`src/rtl/life_pkg.sv`:
```
// rtl/life_pkg.sv - shared state encoding and B3/S23 cell rule for the life array scanner
package life_pkg;

  typedef enum logic [1:0] {
    IDLE   = 2'd0,
    SCAN   = 2'd1,
    COMMIT = 2'd2
  } state_t;

  localparam logic [3:0] BIRTH      = 4'd3;
  localparam logic [3:0] SURVIVE_LO = 4'd2;
  localparam logic [3:0] SURVIVE_HI = 4'd3;

  function automatic logic next_cell(input logic cur, input logic [3:0] count);
    logic res;
    if (cur) res = (count >= SURVIVE_LO) && (count <= SURVIVE_HI);
    else     res = (count == BIRTH);
    return res;
  endfunction

endpackage

```
`src/rtl/life_neighbour_count.sv`:
```
// rtl/life_neighbour_count.sv - live-neighbour count of one cell, optional toroidal wrap
module life_neighbour_count
  import life_pkg::*;
#(
  parameter  int ROWS = 4,
  parameter  int COLS = 4,
  localparam int RW   = (ROWS > 1) ? $clog2(ROWS) : 1,
  localparam int CW   = (COLS > 1) ? $clog2(COLS) : 1,
  localparam int N    = ROWS * COLS,
  localparam int IW   = $clog2(N)
) (
  input  logic [N-1:0]  i_alive,
  input  logic [RW-1:0] i_row,
  input  logic [CW-1:0] i_col,
  input  logic          i_wrap_en,
  output logic [3:0]    o_count
);

  always_comb begin
    int            nr;
    int            nc;
    logic          valid;
    logic [IW-1:0] nidx;
    o_count = '0;
    nr      = 0;
    nc      = 0;
    valid   = 1'b0;
    nidx    = '0;
    for (int dr = -1; dr <= 1; dr++) begin
      for (int dc = -1; dc <= 1; dc++) begin
        nr    = int'(i_row) + dr;
        nc    = int'(i_col) + dc;
        valid = !((dr == 0) && (dc == 0));
        // Off-grid neighbours either wrap to the opposite edge or are dropped.
        if (nr < 0) begin
          nr    = ROWS - 1;
          valid = valid && i_wrap_en;
        end else if (nr >= ROWS) begin
          nr    = 0;
          valid = valid && i_wrap_en;
        end
        if (nc < 0) begin
          nc    = COLS - 1;
          valid = valid && i_wrap_en;
        end else if (nc >= COLS) begin
          nc    = 0;
          valid = valid && i_wrap_en;
        end
        nidx = IW'(nr * COLS + nc);
        if (valid) o_count = o_count + {3'b000, i_alive[nidx]};
      end
    end
  end

endmodule

```
`src/rtl/life_array_scan.sv`:
```
// rtl/life_array_scan.sv - Game-of-Life grid updated one cell per clock into a shadow, committed atomically
module life_array_scan
  import life_pkg::*;
#(
  parameter  int ROWS  = 4,
  parameter  int COLS  = 4,
  parameter  int GEN_W = 16,
  localparam int RW    = (ROWS > 1) ? $clog2(ROWS) : 1,
  localparam int CW    = (COLS > 1) ? $clog2(COLS) : 1,
  localparam int N     = ROWS * COLS,
  localparam int PW    = $clog2(N + 1)
) (
  input  logic             i_clk,
  input  logic             i_reset,
  input  logic [RW-1:0]    i_row,
  input  logic [CW-1:0]    i_col,
  input  logic             i_val,
  input  logic             i_write_enb,
  input  logic             i_start,
  input  logic             i_run,
  input  logic             i_wrap_en,
  output logic [N-1:0]     o_alive,
  output logic             o_busy,
  output logic             o_done,
  output logic [GEN_W-1:0] o_gen_count,
  output logic [PW-1:0]    o_pop,
  output logic             o_stable
);

  localparam int IW = $clog2(N);

  state_t           r_state;
  state_t           w_next_state;
  logic [N-1:0]     r_alive;
  logic [N-1:0]     r_shadow;
  logic [RW-1:0]    r_row;
  logic [CW-1:0]    r_col;
  logic [IW-1:0]    r_idx;
  logic             r_wrap;
  logic             r_done;
  logic [GEN_W-1:0] r_gen;
  logic [PW-1:0]    r_pop;
  logic             r_stable;

  logic [3:0]       w_count;
  logic             w_last;
  logic             w_wr_ok;
  logic [IW-1:0]    w_wr_idx;
  logic [PW-1:0]    w_pop;

  life_neighbour_count #(
    .ROWS (ROWS),
    .COLS (COLS)
  ) u_count (
    .i_alive   (r_alive),
    .i_row     (r_row),
    .i_col     (r_col),
    .i_wrap_en (r_wrap),
    .o_count   (w_count)
  );

  assign w_last   = (r_idx == IW'(N - 1));
  assign w_wr_ok  = (int'(i_row) < ROWS) && (int'(i_col) < COLS);
  assign w_wr_idx = IW'(int'(i_row) * COLS + int'(i_col));

  always_comb begin
    w_pop = '0;
    for (int i = 0; i < N; i++) w_pop = w_pop + PW'(r_shadow[i]);
  end

  always_comb begin
    w_next_state = r_state;
    case (r_state)
      IDLE:    if (i_start || i_run) w_next_state = SCAN;
      SCAN:    if (w_last) w_next_state = COMMIT;
      COMMIT:  w_next_state = i_run ? SCAN : IDLE;
      default: w_next_state = IDLE;
    endcase
  end

  always_ff @(posedge i_clk) begin
    if (i_reset) r_state <= IDLE;
    else         r_state <= w_next_state;
  end

  always_ff @(posedge i_clk) begin
    if (i_reset) begin
      r_alive  <= '0;
      r_shadow <= '0;
      r_row    <= '0;
      r_col    <= '0;
      r_idx    <= '0;
      r_wrap   <= 1'b0;
      r_done   <= 1'b0;
      r_gen    <= '0;
      r_pop    <= '0;
      r_stable <= 1'b0;
    end else begin
      r_done <= 1'b0;
      case (r_state)
        IDLE: begin
          if (i_write_enb && w_wr_ok) r_alive[w_wr_idx] <= i_val;
          if (i_start || i_run) r_wrap <= i_wrap_en;
        end
        SCAN: begin
          r_shadow[r_idx] <= next_cell(r_alive[r_idx], w_count);
          // The row/col pair steps alongside the flat index so no divider is needed.
          if (w_last) begin
            r_idx <= '0;
            r_row <= '0;
            r_col <= '0;
          end else begin
            r_idx <= r_idx + IW'(1);
            if (int'(r_col) == COLS - 1) begin
              r_col <= '0;
              r_row <= r_row + RW'(1);
            end else begin
              r_col <= r_col + CW'(1);
            end
          end
        end
        COMMIT: begin
          r_alive  <= r_shadow;
          r_pop    <= w_pop;
          r_stable <= (r_shadow == r_alive);
          r_gen    <= r_gen + GEN_W'(1);
          r_done   <= 1'b1;
          if (i_run) r_wrap <= i_wrap_en;
        end
        default: ;
      endcase
    end
  end

  assign o_alive     = r_alive;
  assign o_busy      = (r_state != IDLE);
  assign o_done      = r_done;
  assign o_gen_count = r_gen;
  assign o_pop       = r_pop;
  assign o_stable    = r_stable;

endmodule

```
`config.mk`:
```
export PLATFORM = sky130hd
export DESIGN_NAME = life_array_scan
export DESIGN_NICKNAME = d
export VERILOG_FILES = /design/src/rtl/life_pkg.sv /design/src/rtl/life_neighbour_count.sv /design/src/rtl/life_array_scan.sv
export SDC_FILE = /design/constraint.sdc
export NUM_CORES = 1
export LEC_CHECK = 0
export ABC_CLOCK_PERIOD_IN_PS = 10340
export BUFFER_PORTS_ARGS = -buffer_cell sky130_fd_sc_hd__buf_2
export CELL_PAD_IN_SITES_DETAIL_PLACEMENT = 1
export CELL_PAD_IN_SITES_GLOBAL_PLACEMENT = 2
export CORE_MARGIN = 4
export CORE_UTILIZATION = 40
export CTS_CLUSTER_DIAMETER = 200
export DETAILED_ROUTE_END_ITERATION = 10
export GPL_TIMING_DRIVEN = 0
export MAX_ROUTING_LAYER = met4
export PLACE_DENSITY_LB_ADDON = 0.12
export SYNTH_ARGS = -nofsm -noshare
export SYNTH_HDL_FRONTEND = slang
export SYNTH_SLANG_ARGS = --single-unit
export TNS_END_PERCENT = 5
```
`constraint.sdc`:
```
create_clock -name i_clk -period 10.34 [get_ports i_clk]
set_input_delay 0.517 -clock i_clk [delete_from_list [all_inputs] [get_ports i_clk]]
set_output_delay 0.517 -clock i_clk [all_outputs]
set_load 0.005 [all_outputs]
```
==> run_results.csv <==
group,metric,value,unit
worst_setup_path,setup.worst_path.end,"r_shadow[13]",
worst_setup_path,critPathCaptureType,"flop",
routing,totalWireLength,14760,um
pwr,leakagePower,2.303,nW
clocking,cts_resized,0,
synth,ys_types,55,
timing,worst_pin_slew,0.8351,ns
worst_setup_path,r2r_cells,31,
worst_setup_path,cp-startpoint,"r_col[0]",
clocking,clk_latency,0.33,ns
floorplanning,coreArea,12010,um2
clocking,cts_tree,"built",
place,port_buffers,49,
timing,maxClockFrequency,130.2,MHz
floorplanning,io_pins,51,
worst_setup_path,path_buf_inv,6,
global_route,grt-ovfl-total,0,
worst_setup_path,worstReg2RegEnd,"r_shadow[13]",
floorplanning,start_util,0.4082,
worst_setup_path,rrSetupSlack,2.66,ns
clocking,cts.clk_slew.worst_paths,0.06,ns
routing,routedWlPerCell,19.32,um
hold_path,worstHoldPathType,"input port to flop",
worst_setup_path,cp.depth,31,
pwr,totalPowerFinal,659.0,uW
global_route,grt_antenna_before_repair,0,
synth,synth.top_cell.area_share,0.2695,
routing,via_per_inst,5.699,
routing,num_vias,4354,
synth,avgSynthCellArea,8.867,um2
worst_setup_path,crit_required,10.56,ns
layout,regArea,1321,um2
worst_setup_path,path_class,"flop to flop",
global_route,grt_pass1_wl,24200,um
layout,layout-drive-gt1-share,0.1767,
clocking,cts_setup_buffers,0,
place,dp_hpwl,11260,um
synth,async_flop_share,0,
clocking,clk_path_buf_depth,2,
hold_path,holdPathStages,3,
routing,route.detailed.drc,0,
floorplanning,die_w,118.7,um
clocking,cts_hold_buffers,0,
worst_setup_path,crit_slowest_cell,"mux4_2",
layout,multi_input_area,3359,um2
timing,skew,0.008015,ns
worst_setup_path,crit_fanout,10,
layout,fin_nets,664,
job,cap_violations,0,
clocking,cts_made_buffers,9,
timing,rsz0062_at_grt,"no",
layout,diodes,0,
global_route,grt_max_degree,11,
worst_setup_path,cp-start-kind,"flop",
routing,firstDrtPassIters,5,
synth,synthesis.nets,604,
synth,ys_ff_latch,66,
synth,synth.largest_area_cell,"dfxtp_1",
floorplanning,fp.dieH,118.7,um
worst_setup_path,crit_top_cell,"ha_1",
pwr,peakVddDrop,0.09311,mV
timing,tns,0,ns
worst_setup_path,path_delay_family,"adder cells",
routing,drt_first_iter_violations,243,
synth,synth_area,4903,um2
worst_setup_path,reg2reg_from,"r_col[0]",
timing,drv_slew,0,
clocking,cts-root-buf,"clkbuf_16",
timing,final-setup-viol-count,0,
synth,synth_edf_count,0,
floorplanning,die_area,14090,um2
timing,fin_crit_sh,0.7429,
timing,period_needed,7.682,ns
layout,area_delta_synth_final,15.28,%
pwr,power.density,116.6,nW/um2
routing,ant_nets,0,
timing,slew-limit-headroom,0.4420,
worst_setup_path,critical-path-max-stage-delay,0.61,ns
layout,nFillCells,1432,
clocking,h-tree-depth,3,
floorplanning,rows,40,
status,outcome,"finished clean",
timing,hold_viol,0,
global_route,grtUsageTotal,0.2232,
synth,yosysSeqAreaShare,0.2695,
synth,synth-main-ff-cell,"dfxtp_1",
place,gp_congestion,0.8668,
synth,postSynthCellCount,553,
clocking,clock-sinks,66,
synth,yosysWarnings,0,
synth,synth_area_leaders,"dfxtp_1, mux4_2, ha_1",
global_route,grt_pass1_vias,4477,
worst_setup_path,arrival,7.90,ns
[how the worst min path moves through the flow]
| stage | startpoint | end | slack [ns] |
|---|---|---|---|
| 2_1_floorplan | o_stable | o_stable | 0.45 |
| 3_3_place_gp | o_pop[2] | o_pop[2] | 0.44 |
| 3_5_place_dp | o_stable | o_stable | 0.45 |
| 4_1_cts | i_wrap_en | r_wrap | 0.45 |
| 5_1_grt | o_pop[4] | o_pop[4] | 0.48 |
| 6_report | i_wrap_en | r_wrap | 0.45 |
[cells in the final DEF, fill, tap and decap left out, types with 2 or more instances in the layout]
master / synthesis / layout
o211ai_1: 3 / 3
nor3_1: 2 / 2
and2_1: 3 / 3
and3_1: 6 / 6
o31ai_2: 10 / 10
dfxtp_1: 66 / 66
fa_1: 10 / 10
nand4_1: 13 / 13
clkbuf_16: 0 / 9
ha_1: 30 / 30
buf_2: 4 / 53
a211oi_1: 8 / 8
a311oi_1: 9 / 9
o21ai_0: 12 / 12
bufinv_16: 0 / 2
clkbuf_1: 25 / 27
nor3b_1: 2 / 2
nand2b_1: 9 / 9
xor2_1: 15 / 15
or3_1: 2 / 2
inv_1: 22 / 22
nor2_1: 56 / 56
o21a_1: 2 / 2
nand2_1: 60 / 60
nand3_1: 56 / 56
a21o_1: 2 / 2
o31ai_1: 6 / 6
a21oi_1: 19 / 19
o221ai_1: 2 / 2
xnor2_1: 25 / 25
nor2b_1: 10 / 10
o21bai_1: 4 / 4
mux2i_1: 12 / 12
mux4_2: 25 / 25
clkbuf_8: 0 / 2
[report_power, final]
part	switching [mW]	internal [mW]
Clock	0.112	0.223
Sequential	0.00484	0.257
Combinational	0.0396	0.0223
[sequential cells by signal (all words and copies together), names as in the netlist]
signal and count:
o_pop 5, o_stable 1, r_wrap 1, r_row 2, o_done 1, r_col 2
r_idx 4, o_gen_count 16, o_alive 16, r_state 2, r_shadow 16
[tightest hold or removal path: stages]
cell	delay, ns
buf_2	0.09
mux2i_1	0.06
nor2_1	0.08
[per-stage QoR]
| step | hold WS (ns) | instances | area (um2) | util | setup WS (ns) |
|---|---|---|---|---|---|
| global placement | 0.4360 | 749 | 5333 | 0.4440 | 2.871 |
| finish | 0.4453 | 764 | 5653 | 0.4706 | 2.658 |
| floorplan | 0.4482 | 553 | 4903 | - | 3.522 |
| CTS | 0.4512 | 764 | 5653 | 0.4706 | 2.643 |
| detailed placement | 0.4476 | 749 | 5333 | 0.4440 | 2.666 |
| global route | 0.4765 | 764 | 5653 | 0.4706 | 1.993 |
[Yosys cell counts (4+ instances only)]
master	instances
a211oi_1	8
a21oi_1	19
a311oi_1	9
and3_1	6
buf_2	4
clkbuf_1	25
dfxtp_1	66
fa_1	10
ha_1	30
inv_1	22
mux2i_1	12
mux4_2	25
nand2_1	60
nand2b_1	9
nand3_1	56
nand4_1	13
nor2_1	56
nor2b_1	10
o21ai_0	12
o21bai_1	4
o31ai_1	6
o31ai_2	10
xnor2_1	25
xor2_1	15
[metal layers]
metal	global-route usage	up-vias	share of wire
li1	-	2096	-
met1	0.3038	2115	0.48
met2	0.3467	127	0.46
met3	0.04019	16	0.045
met4	0.05358	0	0.013
met5	-	-	0
[logic make-up after synthesis]
kind of cell / count (synthesis) / share of synthesized area
compound gates: 87 / 0.1327
xor+xnor: 42 / 0.07936
fa+ha+maj: 40 / 0.1174
buf+inv: 55 / 0.04542
flops: 66 / 0.2695
mux: 38 / 0.1416
other cells: 1 / 0.0007648
simple gates: 224 / 0.2133
[cell type report]
class                           instances  share of cell area
Clock buffer                           13             0.04604
Buffer                                 32             0.02413
Tap cell                              147             0.03254
Timing Repair Buffer                   49             0.04338
Inverter                               23             0.01527
Clock inverter                          2             0.01062
Multi-Input combinational cell        432              0.5943
Sequential cell                        66              0.2337
No activity file was read; power rests on OpenSTA's default activity.
